## src/rtl/pipe_vect_pkg.sv

```systemverilog
// Shared types and constants for the elastic vector pipeline stage.
// Provides the occupancy state encoding and the default vector geometry.
package pipe_vect_pkg;

    localparam int REG_SIZE_DEF = 32;
    localparam int LANES_DEF    = 4;
    localparam int CNT_W        = 2;

    typedef enum logic [1:0] {
        EMPTY   = 2'd0,
        FULL    = 2'd1,
        SKIDDED = 2'd2
    } state_e;

    function automatic logic [CNT_W-1:0] state_count(input state_e s);
        case (s)
            FULL:    state_count = 2'd1;
            SKIDDED: state_count = 2'd2;
            default: state_count = 2'd0;
        endcase
    endfunction

endpackage

```

## src/rtl/pipe_vect_entry.sv

```systemverilog
// Load-enabled storage for one {ctrl, vect} entry, asynchronously cleared to 0.
// Used for both the main (output) entry and the optional skid entry.
module pipe_vect_entry #(
    parameter int DW = 8
) (
    input  logic          clk,
    input  logic          reset,
    input  logic          load,
    input  logic [DW-1:0] d,
    output logic [DW-1:0] q
);

    logic [DW-1:0] data_q;
    logic [DW-1:0] data_d;

    always_comb begin
        data_d = data_q;
        if (load) begin
            data_d = d;
        end
    end

    always_ff @(posedge clk or posedge reset) begin
        if (reset) begin
            data_q <= '0;
        end else begin
            data_q <= data_d;
        end
    end

    assign q = data_q;

endmodule

```

## src/rtl/pipe_vect_elastic.sv

```systemverilog
// Elastic valid/ready stage carrying a control word plus NUM_VECT vectors,
// with an optional skid entry so a registered in_ready still sustains full rate.
//
// state   | meaning
// EMPTY   | nothing held, out_valid low
// FULL    | main entry valid and driving out_*
// SKIDDED | main and skid both valid, input stalled
module pipe_vect_elastic
    import pipe_vect_pkg::*;
#(
    parameter int WIDTH    = 8,
    parameter int REG_SIZE = REG_SIZE_DEF,
    parameter int LANES    = LANES_DEF,
    parameter int NUM_VECT = 3,
    parameter int SKID     = 1
) (
    input  logic                                         clk,
    input  logic                                         reset,
    input  logic                                         flush,
    input  logic                                         in_valid,
    output logic                                         in_ready,
    input  logic [WIDTH-1:0]                             in_ctrl,
    input  logic [NUM_VECT-1:0][LANES-1:0][REG_SIZE-1:0] in_vect,
    output logic                                         out_valid,
    input  logic                                         out_ready,
    output logic [WIDTH-1:0]                             out_ctrl,
    output logic [NUM_VECT-1:0][LANES-1:0][REG_SIZE-1:0] out_vect,
    output logic [CNT_W-1:0]                             count
);

    localparam int VW = NUM_VECT * LANES * REG_SIZE;
    localparam int DW = WIDTH + VW;

    state_e        state_q;
    state_e        state_d;
    logic          accept_in;
    logic          main_load;
    logic          main_from_skid;
    logic          skid_load;
    logic [DW-1:0] in_word;
    logic [DW-1:0] main_d_word;
    logic [DW-1:0] main_word;
    logic [DW-1:0] skid_word;

    assign in_word   = {in_ctrl, in_vect};
    assign accept_in = in_valid && in_ready;

    // Flush wins over everything; any output handshake in that cycle is simply dropped.
    always_comb begin
        state_d        = state_q;
        main_load      = 1'b0;
        main_from_skid = 1'b0;
        skid_load      = 1'b0;
        if (flush) begin
            state_d = EMPTY;
        end else begin
            case (state_q)
                EMPTY: begin
                    if (accept_in) begin
                        main_load = 1'b1;
                        state_d   = FULL;
                    end
                end
                FULL: begin
                    if (accept_in && out_ready) begin
                        main_load = 1'b1;
                    end else if (accept_in && (SKID != 0)) begin
                        skid_load = 1'b1;
                        state_d   = SKIDDED;
                    end else if (!accept_in && out_ready) begin
                        state_d = EMPTY;
                    end
                end
                SKIDDED: begin
                    if (out_ready) begin
                        main_load      = 1'b1;
                        main_from_skid = 1'b1;
                        state_d        = FULL;
                    end
                end
                default: state_d = EMPTY;
            endcase
        end
    end

    always_ff @(posedge clk or posedge reset) begin
        if (reset) begin
            state_q <= EMPTY;
        end else begin
            state_q <= state_d;
        end
    end

    assign main_d_word = main_from_skid ? skid_word : in_word;

    pipe_vect_entry #(.DW(DW)) u_main (
        .clk   (clk),
        .reset (reset),
        .load  (main_load),
        .d     (main_d_word),
        .q     (main_word)
    );

    generate
        if (SKID != 0) begin : g_skid
            logic in_ready_q;
            logic in_ready_d;

            pipe_vect_entry #(.DW(DW)) u_skid (
                .clk   (clk),
                .reset (reset),
                .load  (skid_load),
                .d     (in_word),
                .q     (skid_word)
            );

            always_comb begin
                in_ready_d = (state_d != SKIDDED);
            end

            always_ff @(posedge clk or posedge reset) begin
                if (reset) begin
                    in_ready_q <= 1'b1;
                end else begin
                    in_ready_q <= in_ready_d;
                end
            end

            assign in_ready = in_ready_q && !flush;
        end else begin : g_noskid
            logic skid_load_unused;

            assign skid_load_unused = skid_load;
            assign skid_word        = '0;
            assign in_ready         = (!out_valid || out_ready) && !flush;
        end
    endgenerate

    assign out_valid = (state_q != EMPTY);
    assign out_ctrl  = main_word[DW-1 -: WIDTH];
    assign out_vect  = main_word[VW-1:0];
    assign count     = state_count(state_q);

endmodule

```

## config.mk

```make
export PLATFORM = sky130hd
export DESIGN_NAME = pipe_vect_elastic
export DESIGN_NICKNAME = d
export VERILOG_FILES = /design/src/rtl/pipe_vect_pkg.sv /design/src/rtl/pipe_vect_entry.sv /design/src/rtl/pipe_vect_elastic.sv
export SDC_FILE = /design/constraint.sdc
export NUM_CORES = 1
export LEC_CHECK = 0
export CAP_MARGIN = 15
export CELL_PAD_IN_SITES_DETAIL_PLACEMENT = 0
export CELL_PAD_IN_SITES_GLOBAL_PLACEMENT = 1
export CORE_AREA = 2 2 400 244
export CTS_CLUSTER_DIAMETER = 40
export DETAILED_ROUTE_END_ITERATION = 7
export DIE_AREA = 0 0 402 246
export PLACE_DENSITY_LB_ADDON = 0.1
export RECOVER_POWER = 25
export SYNTH_ARGS = -nofsm -noshare
export SYNTH_HDL_FRONTEND = slang
export SYNTH_SLANG_ARGS = --single-unit
```

## constraint.sdc

```tcl
create_clock -name clk -period 25.7 [get_ports clk]
set_input_delay 5.14 -clock clk [delete_from_list [all_inputs] [get_ports clk]]
set_output_delay 5.14 -clock clk [all_outputs]
set_load 0.1 [all_outputs]
```

# Word-level counts from Yosys, hierarchy flattened
# Index checks and enable logic that the tools add are counted.
# W data, S select, Z words.
dict set report totals {
  regBits 787
  in_bits 397
  output_inout_bits 396
  wordCells 34
}
dict set report classes {
  eq_ne 3
  muxes 19
  reduce_logical 8
}
# op n
set ops {}
lappend ops {{$mux W392} 1}
lappend ops {{$mux W2} 6}
lappend ops {{$mux W1} 9}
lappend ops {{$pmux W2 S3} 1}
lappend ops {{$logic_and A1 B1 Y1} 4}
lappend ops {{$pmux W2 S2} 1}
lappend ops {{$pmux W1 S3} 1}
lappend ops {{$eq A2 B1 Y1 const B} 1}
lappend ops {{$eq A2 B2 Y1 const B} 1}
lappend ops {{$logic_not A1 Y1} 2}
lappend ops {{$logic_not A2 Y1} 1}
lappend ops {{$ne A2 B2 Y1 const B} 1}
lappend ops {{$reduce_bool A2 Y1} 1}

# Logic depth before layout (Yosys ltp)
# Gate-level depths: netlist (run 1).
dict set report logic_depth {
  word_depth 11
  depth_mapped 7
  ltp_nobuf 4
}

# Cells and area by module
# Synthesis (run 1) repeated with hierarchy kept, for this count alone.
dict set report hier_totals {
  cells_unflattened 2117
  area_unflattened_um2 34585.7
}
# mod instances cells_each area_each_um2 seq_area_each_um2
set by_module_without_submodules {}
lappend by_module_without_submodules {pipe_vect_entry 2 829 14825.5 9809.4}
lappend by_module_without_submodules {pipe_vect_elastic 1 459 4934.7 76.3}

# Least setup slack after synthesis (run 1)
# OpenSTA, ideal clock, no wires.
dict set report synth_timing {
  kind {input to output}
  startpoint {input flush}
  endpoint {output in_ready}
  arrival_ns 6.475
  t_required_ns 20.560
  path_slack_ns 14.085
  stages 1
  cell_sequence {nor2b_1}
}
dict set report synth_between {
  elab_chain_len 2
}
# item line
set synth_lines {}
lappend synth_lines {{start, declared} pipe_vect_elastic.sv:19} ;# input logic flush,
lappend synth_lines {{$logic_not A1 Y1} pipe_vect_elastic.sv:129} ;# assign in_ready = in_ready_q && !flush;
lappend synth_lines {{$logic_and A1 B1 Y1} pipe_vect_elastic.sv:129}
lappend synth_lines {{end, declared} pipe_vect_elastic.sv:21} ;# output logic in_ready,
# No other way between the ends.

# Worst setup path in the final report (run 1)
dict set report layout_timing {
  startpoint {input flush}
  endpoint {register u_main.data_q[306], in the netlist u_main.q[306]}
}
dict set report layout_between {
  elab_chain_len 7
}
# item line
set layout_lines {}
lappend layout_lines {{$logic_not A1 Y1} pipe_vect_elastic.sv:129}
lappend layout_lines {{$logic_and A1 B1 Y1} pipe_vect_elastic.sv:129}
lappend layout_lines {{$logic_and A1 B1 Y1} pipe_vect_elastic.sv:46} ;# assign accept_in = in_valid && in_ready;
lappend layout_lines {{$logic_and A1 B1 Y1} pipe_vect_elastic.sv:65} ;# if (accept_in && out_ready) begin
lappend layout_lines {{$mux W1} pipe_vect_elastic.sv:65}
lappend layout_lines {{$pmux W1 S3} pipe_vect_elastic.sv:57} ;# case (state_q)
lappend layout_lines {{$mux W1} pipe_vect_elastic.sv:54} ;# if (flush) begin
lappend layout_lines {{end signal, assigned} pipe_vect_entry.sv:27} ;# data_q <= data_d;
lappend layout_lines {{end, declared} pipe_vect_entry.sv:13} ;# logic [DW-1:0] data_q;
# Parallel ways exist; a longest one is shown, timed or not.
# A chain may end at the register's enable or synchronous reset.

==> results of run 1 <==
## Yosys cell counts
library cell,n
sky130_fd_sc_hd__a221o_1,1
sky130_fd_sc_hd__nand2b_1,2
sky130_fd_sc_hd__mux2_4,370
sky130_fd_sc_hd__nand2_1,785
sky130_fd_sc_hd__clkbuf_1,101
sky130_fd_sc_hd__a21oi_1,1
sky130_fd_sc_hd__inv_1,2
sky130_fd_sc_hd__dfstp_2,1
sky130_fd_sc_hd__nor2_1,393
sky130_fd_sc_hd__mux2_2,22
sky130_fd_sc_hd__or4_1,1
sky130_fd_sc_hd__buf_6,9
sky130_fd_sc_hd__nor2b_1,3
sky130_fd_sc_hd__nand4b_1,1
sky130_fd_sc_hd__buf_1,21
sky130_fd_sc_hd__nand3b_1,2
sky130_fd_sc_hd__and3b_1,1
sky130_fd_sc_hd__or2_2,1
sky130_fd_sc_hd__buf_2,54
sky130_fd_sc_hd__o21bai_1,1
sky130_fd_sc_hd__a31oi_1,394
sky130_fd_sc_hd__nand4bb_1,1
sky130_fd_sc_hd__dfrtp_1,786
sky130_fd_sc_hd__buf_12,33
## power groups by stage
stage	combinational (mW)	clock (mW)	sequential, mW
2_1_floorplan	0.431	0	2.52
3_3_place_gp	1.67	0	1.70
3_5_place_dp	1.69	0	1.71
4_1_cts	1.69	1.56	1.70
5_1_grt	1.69	1.62	1.74
6_report	1.62	1.52	1.70
## worst max-delay path: stages
cell	delay [ps]
sky130_fd_sc_hd__dlygate4sd3_1	650
sky130_fd_sc_hd__and3b_1	1640
sky130_fd_sc_hd__clkbuf_1	6140
sky130_fd_sc_hd__buf_4	1530
sky130_fd_sc_hd__nand2_1	150
sky130_fd_sc_hd__a31oi_1	220
## state kept, by name (all words and copies together) (netlist names)
| name | flops |
|---|---|
| g_skid.u_skid.q | 392 |
| u_main.q | 392 |
| state_q | 2 |
| g_skid.in_ready_q | 1 |
## cell families (layout without fill, tap and decap cells)
logic type | count (synthesis) | count (layout) | synth area share, %
simple gates | 1190 | 1190 | 13.3
flops | 787 | 787 | 57.9
compound gates | 397 | 397 | 7.32
mux | 392 | 392 | 17.1
buf+inv | 220 | 1018 | 4.41
other cells | 0 | 21 | 0
## cells in the final DEF (no fill, tap or decap), drive strengths merged
master         instances
nand3b                 2
nand2                785
clkdlybuf4s50        782
o21bai                 1
clkinv                26
buf                   23
a221o                  1
mux2                 392
and3b                  1
nor2b                  3
diode                 21
bufinv                11
clkinvlp              11
nand4b                 1
or2                    1
dfrtp                786
dlygate4sd3           10
or4                    1
nand4bb                1
dfstp                  1
nor2                 393
inv                   28
clkbuf               127
nand2b                 2
a31oi                394
a21oi                  1
## metal layers
metal  track usage, %  up-vias
met2             36.1      600
met1             24.7    12454
met3             5.52      189
li1                 -    11566
met5                0        -
met4             8.41       14
## through the flow
step	setup WS (ps)	cells	util, %	power [mW]	hold slack (ps)
floorplan	9760	2986	-	2.95	479
global placement	13550	4850	44.5	3.37	487
detailed placement	13520	4850	44.5	3.41	491
CTS	13530	5044	48.3	4.96	505
global route	9480	5060	47.6	5.04	500
finish	10350	5065	47.6	4.84	491
## final cells by class
type | count | area share, %
flip-flops and latches | 787 | 43.5
multi-input cells | 1979 | 26.9
repair buffers | 822 | 18.0
clock buffers | 120 | 6.15
well taps | 1260 | 3.48
clock inverters | 74 | 1.94
diodes | 21 | 0.116
inverters | 2 | 0.0248
## how the worst max path moves through the flow
stage	endpoint	slack, ps	start	cells past startpoint
global route	u_main.q[306]	9480	flush	6
global placement	in_ready	13550	flush	3
finish	u_main.q[306]	10350	flush	6
floorplan	g_skid.u_skid.q[0]	9760	reset	1
detailed placement	in_ready	13520	flush	3
CTS	in_ready	13530	flush	3
==> flow_summary.json, run 1 <==
{
  "status": "finished, violations left",
  "failed_checks": "max-capacitance violations, max-slew violations",
  "timing.critical_path.fanout_max": 172,
  "hold_path.startpoint": "g_skid.u_skid.q[148]",
  "period_needed_ps": 15350,
  "layout-drive-gt1-share_pct": 11.5,
  "layout.area.seq_um2": 19700,
  "max_slew.worst_pin.slew_ps": 10190,
  "initial_core_util_pct": 35.7,
  "first_global_vias": 25643,
  "p_clk_share_pct": 31.4,
  "number_of_cells_on_the_worst_hold_path": 1,
  "rd_place_congestion": 0.820,
  "ys_seq_elements": 787,
  "globalRoute.totalOverflow": 0,
  "placement_rows": 88,
  "totalWireLength_mm": 105,
  "worst_ir_drop_vdd_mv": 0.0582,
  "r2r_cells": 6,
  "design.die.area_um2": 98900,
  "io_pins": 793,
  "syn_avg_cell_area_um2": 11.4,
  "fp.dieW_um": 402,
  "share_of_the_synthesized_area_in_the_top_cell_type_pct": 57.9,
  "power.net_switching_mw": 1.92,
  "syn-cell-area_um2": 34000,
  "most_area_hungry_cell_type_in_the_yosys_netlist": "sky130_fd_sc_hd__dfrtp_1",
  "worstSkewPairLatency_ps": 680,
  "number_of_warnings_printed_during_yosys_synthesis": 0,
  "drv_cap": 8,
  "holdCritPathClass": "reg2reg",
  "worst_setup_path_start_kind": "primary input",
  "share_of_power_burned_in_registers_pct": 35.1,
  "floorplan.die.height_um": 246,
  "regToRegEndpoint": "u_main.q[306]",
  "cellInternalPower_mw": 2.93,
  "hpwlAfterDp_mm": 68.4,
  "critical_path_required_ps": 26290,
  "cts_made_buffers": 104,
  "p_per_area_nw_per_um2": 107,
  "port_bufs": 792,
  "worst-endpoint-arrival_ps": 15950,
  "detailroute.via_count": 24823,
  "part_of_the_yosys_area_used_for_sequential_elements_pct": 57.9,
  "cts_max_level": 3,
  "final_hold_viol_count": 0,
  "timing_max_transition_violations_final": 839,
  "met2WireLength_mm": 53.9,
  "gr-usage-all-layers_pct": 20.8,
  "r2r_slack_ps": 14720,
  "avgRoutedWirePerCell_um": 20.6,
  "placed_cell_area_um2": 42300,
  "remaining_drc_errors": 0,
  "first_pass_grt_wire_length_mm": 160,
  "post-cts-setup-buffers": 0,
  "cts_tree": "yes",
  "rsz0062_at_grt": "no",
  "ant_nets": 0,
  "cts_hold_fix_bufs": 0,
  "highest_layer_used_for_signal_routing": "met5",
  "clk_transition_reported_paths_ps": 60,
  "clock_tree.buffer_depth": 3,
  "multiInputGateArea_um2": 12200,
  "floorplan.core_area_um2": 95100,
  "synthesis.nets": 3383,
  "syn-instance-count": 2986,
  "setup_viol_count_final": 0,
  "worst_setup_path_end_kind": "flip-flop",
  "p_r_area_growth_vs_syn_pct": 33.3,
  "critical_path.reg2reg.startpoint": "state_q[1]",
  "clock_tree.root_cell": "sky130_fd_sc_hd__clkbuf_16",
  "wl_met1_mm": 41.1,
  "timing.setup.tns_ps": 0,
  "wl_met3_mm": 5.62,
  "worst_clock_skew_ps": 23.5,
  "stdcell_area_um2": 45300,
  "largest_net_degree_at_the_start_of_global_routing": 239,
  "layout.nets": 4093,
  "finalCritPeriodShare_pct": 59.7,
  "synth.distinct_cells": 24,
  "worst-setup-path-type": "in2reg",
  "switching_share_pct": 39.6,
  "timing.hold.worst_endpoint": "g_skid.u_skid.q[148]",
  "max-slew-margin-rel_pct": -579,
  "clkSinkCount": 787,
  "first_iter_violations": 1416,
  "cellLeakagePower_nw": 19.9,
  "dr.pass1.iters": 7,
  "fmaxAchievable_mhz": 65.1,
  "fillers": 8750,
  "ctsResizeCount": 0,
  "p_comb_share_pct": 33.5,
  "yosys-top-cells-area": "sky130_fd_sc_hd__dfrtp_1, sky130_fd_sc_hd__mux2_4, sky130_fd_sc_hd__nand2_1, sky130_fd_sc_hd__a31oi_1, sky130_fd_sc_hd__nor2_1",
  "antenna_violations_before_repair": 26,
  "via_per_instance_ratio": 4.90
}
Note: power is estimated with default switching activity, not from simulation.
==> inputs of run 2 (changes only) <==
Clock period 25.7 ns to 13.9 ns, I/O delays scaled along.
==> run 2 against run 1 <==
Effect of this change:
- the run still ends with max-capacitance violations, max-slew violations left
- final area increased by 1.7%
- largest power group unchanged
- sequential power increased by 85%
- via count decreased by 0.24%
- clock skew increased by 11 ps
- combinational power increased by 90%
==> flow_summary.json, run 2 (synthesis gave the netlist of run 1 again) <==
{
  "status": "finished, violations left",
  "failed_checks": "max-capacitance violations, max-slew violations",
  "via_per_instance_ratio": 4.88,
  "layout-drive-gt1-share_pct": 15.1,
  "gr-usage-all-layers_pct": 21.0,
  "fmaxAchievable_mhz": 110,
  "totalWireLength_mm": 106,
  "remaining_drc_errors": 0,
  "ant_nets": 0,
  "drv_cap": 6,
  "design.die.area_um2": 98900,
  "hold_path.startpoint": "g_skid.u_skid.q[95]",
  "cts_tree": "yes",
  "worst_path_most_repeated_cell": "sky130_fd_sc_hd__clkbuf_1",
  "wl_met3_mm": 5.24,
  "layout_setup_ws_ps": 4820,
  "power_mw": 9.20,
  "worst_setup_path_start_kind": "primary input",
  "r2r_slack_ps": 8290,
  "first_iter_violations": 1296,
  "timing.setup.tns_ps": 0,
  "p_clk_share_pct": 32.3,
  "p_per_area_nw_per_um2": 200,
  "cts_max_level": 3,
  "fp.dieW_um": 402,
  "dr.pass1.iters": 5,
  "share_of_power_burned_in_registers_pct": 34.2,
  "antenna_violations_before_repair": 24,
  "mostFrequentLayoutCell": "sky130_fd_sc_hd__clkdlybuf4s50_1",
  "globalRoute.totalOverflow": 0,
  "rd_place_congestion": 0.809,
  "worst-endpoint-arrival_ps": 9090,
  "critical_path_required_ps": 13910,
  "initial_core_util_pct": 35.7,
  "pre_cts_slack_ps": 6460,
  "timing.critical_path.fanout_max": 60,
  "holdCritPathClass": "reg2reg",
  "rsz0062_at_grt": "no",
  "clock_tree.root_cell": "sky130_fd_sc_hd__clkbuf_16",
  "met2WireLength_mm": 54.2,
  "path_buf_inv": 4,
  "switching_share_pct": 38.7,
  "avgRoutedWirePerCell_um": 20.8,
  "port_bufs": 792,
  "finish.cell_count_without_fillers": 5076,
  "fillers": 8542,
  "critical_path.reg2reg.startpoint": "state_q[1]",
  "wl_met1_mm": 42.0,
  "post-cts-setup-buffers": 0,
  "detailroute.via_count": 24763,
  "p_comb_share_pct": 33.5,
  "finalCritPeriodShare_pct": 65.3,
  "power.net_switching_mw": 3.56,
  "io_pins": 793,
  "p_r_area_growth_vs_syn_pct": 35.6,
  "regToRegEndpoint": "u_main.q[278]",
  "max_slew.worst_pin.slew_ps": 4280,
  "worstSkewPairLatency_ps": 670,
  "clkSinkCount": 787,
  "crit_path_cell_trace": "dlygate4sd3_1, clkinvlp_2, clkbuf_1, clkbuf_1",
  "worst_clock_skew_ps": 34.9,
  "floorplan.core_area_um2": 95100,
  "r2r_cells": 6,
  "cts_hold_fix_bufs": 0,
  "cell_type_group_with_the_largest_total_delay_on_the_critical_path": "buffers and inverters",
  "number_of_cells_on_the_worst_hold_path": 1,
  "setup_viol_count_final": 0,
  "floorplan.die.height_um": 246,
  "worst-setup-path-type": "in2async",
  "first_global_vias": 25766,
  "cellLeakagePower_nw": 20.7,
  "cellInternalPower_mw": 5.64,
  "mostFrequentLayoutCells": "sky130_fd_sc_hd__clkdlybuf4s50_1, sky130_fd_sc_hd__dfrtp_1, sky130_fd_sc_hd__nand2_1",
  "timing_max_transition_violations_final": 368,
  "placed_cells_incl_taps": 4851,
  "largest_net_degree_at_the_start_of_global_routing": 259,
  "path_depth": 4,
  "max-slew-margin-rel_pct": -186,
  "final_hold_viol_count": 0,
  "clk_transition_reported_paths_ps": 60,
  "worst_setup_path_end_kind": "async pin",
  "placement_rows": 88,
  "critPathMaxStageDelay_ps": 2510,
  "timing.critical_path.slowest_stage_cell": "sky130_fd_sc_hd__clkbuf_1",
  "first_pass_grt_wire_length_mm": 162,
  "layout.nets": 4098,
  "ctsResizeCount": 0,
  "timing.hold.worst_endpoint": "g_skid.u_skid.q[95]",
  "period_needed_ps": 9080,
  "cts_made_buffers": 108,
  "clock_tree.buffer_depth": 3,
  "highest_layer_used_for_signal_routing": "met5",
  "worst_ir_drop_vdd_mv": 0.107,
  "hpwlAfterDp_mm": 68.9
}
## run 2: cell count changes in the layout (fill, tap and decap cells not counted), moves of 6 or more
cell                              previous run  this run
sky130_fd_sc_hd__dlygate4sd3_1              10         3
sky130_fd_sc_hd__clkdlybuf4s50_1           782       789
sky130_fd_sc_hd__mux2_4                    198       328
sky130_fd_sc_hd__clkbuf_16                 106       112
sky130_fd_sc_hd__mux2_1                    172        42
## run 2: metal layers
metal | GRT usage (%) | vias up
met5 | 0 | -
met3 | 4.91 | 194
met1 | 25.1 | 12384
met4 | 9.72 | 8
li1 | - | 11587
met2 | 36.1 | 590
## run 2: area by class of cell
| cell class | count | area [um2] | share of cell area (%) |
|---|---|---|---|
| tap | 1260 | 1580 | 3.42 |
| inverter | 2 | 8.76 | 0.0190 |
| timing repair buffer | 823 | 8210 | 17.8 |
| multi-input combinational | 1979 | 12700 | 27.5 |
| sequential | 787 | 19700 | 42.7 |
| clock inverter | 73 | 943 | 2.05 |
| clock buffer | 132 | 2960 | 6.42 |
| antenna | 20 | 50.0 | 0.109 |
## run 2: worst register-to-register path: stages (launching register included)
cell and delay (ps):
sky130_fd_sc_hd__dfrtp_1 480, sky130_fd_sc_hd__nor2b_1 260, sky130_fd_sc_hd__and3b_1 2260, sky130_fd_sc_hd__buf_4 1080, sky130_fd_sc_hd__buf_4 1000, sky130_fd_sc_hd__nand2_1 210
sky130_fd_sc_hd__a31oi_1 220
## run 2: power groups by stage
stage	sequential (mW)	combinational, mW	clock (mW)
finish	3.14	3.08	2.98
detailed placement	3.17	3.13	0
global route	3.22	3.20	3.16
global placement	3.14	3.10	0
floorplan	4.67	0.798	0
CTS	3.15	3.14	3.05
## run 2: worst max-delay path by stage
| stage | start | end | slack (ps) |
|---|---|---|---|
| 6_report | reset | u_main.q[52] | 4820 |
| 5_1_grt | reset | g_skid.u_skid.q[118] | 3420 |
| 4_1_cts | flush | in_ready | 6450 |
| 3_5_place_dp | flush | in_ready | 6460 |
| 3_3_place_gp | flush | in_ready | 6490 |
| 2_1_floorplan | reset | g_skid.u_skid.q[0] | 320 |
## run 2: through the flow
step           utilization, %  hold WS [ps]  instance area (um2)
6_report                 48.5           495                46100
5_1_grt                  48.5           512                46100
4_1_cts                  48.6           505                46200
3_5_place_dp             44.5           491                42300
3_3_place_gp             44.5           487                42300
2_1_floorplan               -           479                34000
==> inputs of run 3 (changes only) <==
Clock period 13.9 ns to 8.2 ns, I/O delays scaled along.
==> run 3 against run 2 <==
Effect of this change:
- the run still ends with max-capacitance violations, max-slew violations left
- clock power rose by 63%
- wire length rose by 1.3%
- power rose by 68%
- critical endpoint is now g_skid.u_skid.q[384]
==> flow_summary.json, run 3 (synthesis gave the netlist of run 1 again) <==
{
  "p_per_area_nw_per_um2": 336,
  "fmaxAchievable_mhz": 171,
  "design.die.area_um2": 98900,
  "placed_cells_incl_taps": 4849,
  "multiInputGateArea_um2": 12700,
  "first_global_vias": 25960,
  "io_pins": 793,
  "largest_net_degree_at_the_start_of_global_routing": 233,
  "max_slew.worst_pin.slew_ps": 3340,
  "worstSkewPairLatency_ps": 690,
  "floorplan.core_area_um2": 95100,
  "avgRoutedWirePerCell_um": 21.2,
  "mostFrequentLayoutCells": "sky130_fd_sc_hd__clkdlybuf4s50_1, sky130_fd_sc_hd__dfrtp_1, sky130_fd_sc_hd__nand2_1",
  "dr.pass1.iters": 5,
  "layout.area.seq_um2": 19700,
  "layout.nets": 4095,
  "ctsResizeCount": 0,
  "worst_setup_path_start_kind": "primary input",
  "remaining_drc_errors": 0,
  "layout.core_utilization_pct": 48.4,
  "timing_max_transition_violations_final": 368,
  "clk_transition_reported_paths_ps": 50,
  "ant_nets": 0,
  "gr-usage-all-layers_pct": 21.2,
  "worst_ir_drop_vdd_mv": 0.203,
  "totalWireLength_mm": 107,
  "first_pass_grt_wire_length_mm": 163,
  "critical_path_required_ps": 8370,
  "worst_setup_path_end_kind": "async pin",
  "fillers": 8519,
  "layout_setup_ws_ps": 2340,
  "clkSinkCount": 787,
  "clock_tree.buffer_depth": 3,
  "period_needed_ps": 5860,
  "floorplan.die.height_um": 246,
  "rsz0062_at_grt": "no",
  "cts_hold_fix_bufs": 0,
  "via_per_instance_ratio": 4.94,
  "cts_made_buffers": 107,
  "mostFrequentLayoutCell": "sky130_fd_sc_hd__clkdlybuf4s50_1",
  "clock_tree.root_cell": "sky130_fd_sc_hd__clkbuf_16",
  "rd_place_congestion": 0.811,
  "finish.cell_count_without_fillers": 5066,
  "layout-drive-gt1-share_pct": 15.4,
  "first_iter_violations": 1433,
  "cellLeakagePower_nw": 20.7,
  "antenna_violations_before_repair": 22,
  "port_bufs": 792,
  "worst-endpoint-arrival_ps": 6040,
  "placement_rows": 88,
  "cts_max_level": 3,
  "holdCritPathClass": "reg2reg",
  "p_r_area_growth_vs_syn_pct": 35.5,
  "status": "finished, violations left",
  "worst_clock_skew_ps": 20.0,
  "finalCritPeriodShare_pct": 71.5,
  "max-slew-margin-rel_pct": -122,
  "power_mw": 15.5,
  "drv_cap": 6,
  "pre_cts_slack_ps": 3010,
  "worst-setup-path-type": "in2async",
  "fin_hold_ws_ps": 489,
  "cts_tree": "yes",
  "timing.critical_path.fanout_max": 51,
  "globalRoute.totalOverflow": 0,
  "detailroute.via_count": 25026,
  "hpwlAfterDp_mm": 68.5,
  "failed_checks": "max-capacitance violations, max-slew violations",
  "fp.dieW_um": 402,
  "post-cts-setup-buffers": 0,
  "placed_cell_area_um2": 42400,
  "setup_viol_count_final": 0,
  "timing.setup.tns_ps": 0,
  "initial_core_util_pct": 35.7,
  "final_hold_viol_count": 0,
  "stdcell_area_um2": 46100
}
## run 3: cell count changes in the layout (fill, tap and decap cells not counted), moves of 6 or more
cell,previous run,this run
sky130_fd_sc_hd__clkinv_4,16,5
sky130_fd_sc_hd__inv_6,17,11
sky130_fd_sc_hd__buf_4,22,9
sky130_fd_sc_hd__mux2_4,328,351
sky130_fd_sc_hd__clkinvlp_4,11,18
sky130_fd_sc_hd__mux2_1,42,19
sky130_fd_sc_hd__buf_12,5,12
sky130_fd_sc_hd__clkinv_2,11,17
## run 3: final cells by class
type,count,share of cell area (%)
Antenna cell,18,0.0978
Clock buffer,129,6.24
Clock inverter,70,1.85
Inverter,2,0.0190
Multi-Input combinational cell,1979,27.7
Sequential cell,787,42.8
Tap cell,1260,3.42
Timing Repair Buffer,821,17.9
## run 3: worst max-delay path: stages
cell                            delay (ps)
sky130_fd_sc_hd__dlygate4sd3_1         550
sky130_fd_sc_hd__clkinvlp_2            840
sky130_fd_sc_hd__clkbuf_1              880
sky130_fd_sc_hd__clkbuf_1             2060
## run 3: power by group
group	switching (mW)	internal [mW]	leakage (nW)
sequential	0.515	4.81	9.14
combinational	3.60	1.67	9.80
clock	1.91	2.97	1.78
## run 3: final timing paths
kind	cells after the start	to	startpoint	slack, ps
max reg2reg	6	u_main.q[15]	state_q[1]	3660
min reg2reg	1	g_skid.u_skid.q[121]	g_skid.u_skid.q[121]	490
max in group clk	7	u_main.q[15]	out_ready	2610
min in group asynchronous	2	g_skid.u_skid.q[277]	reset	1730
max	4	g_skid.u_skid.q[384]	reset	2340
min	1	g_skid.u_skid.q[121]	g_skid.u_skid.q[121]	490
## run 3: per-layer routing
| metal | track usage, % | up-vias | wire, um |
|---|---|---|---|
| li1 | - | 11576 | - |
| met1 | 25.2 | 12615 | 42400 |
| met2 | 36.2 | 609 | 54300 |
| met3 | 5.60 | 216 | 5810 |
| met4 | 9.83 | 10 | 4600 |
| met5 | 0 | - | 64 |
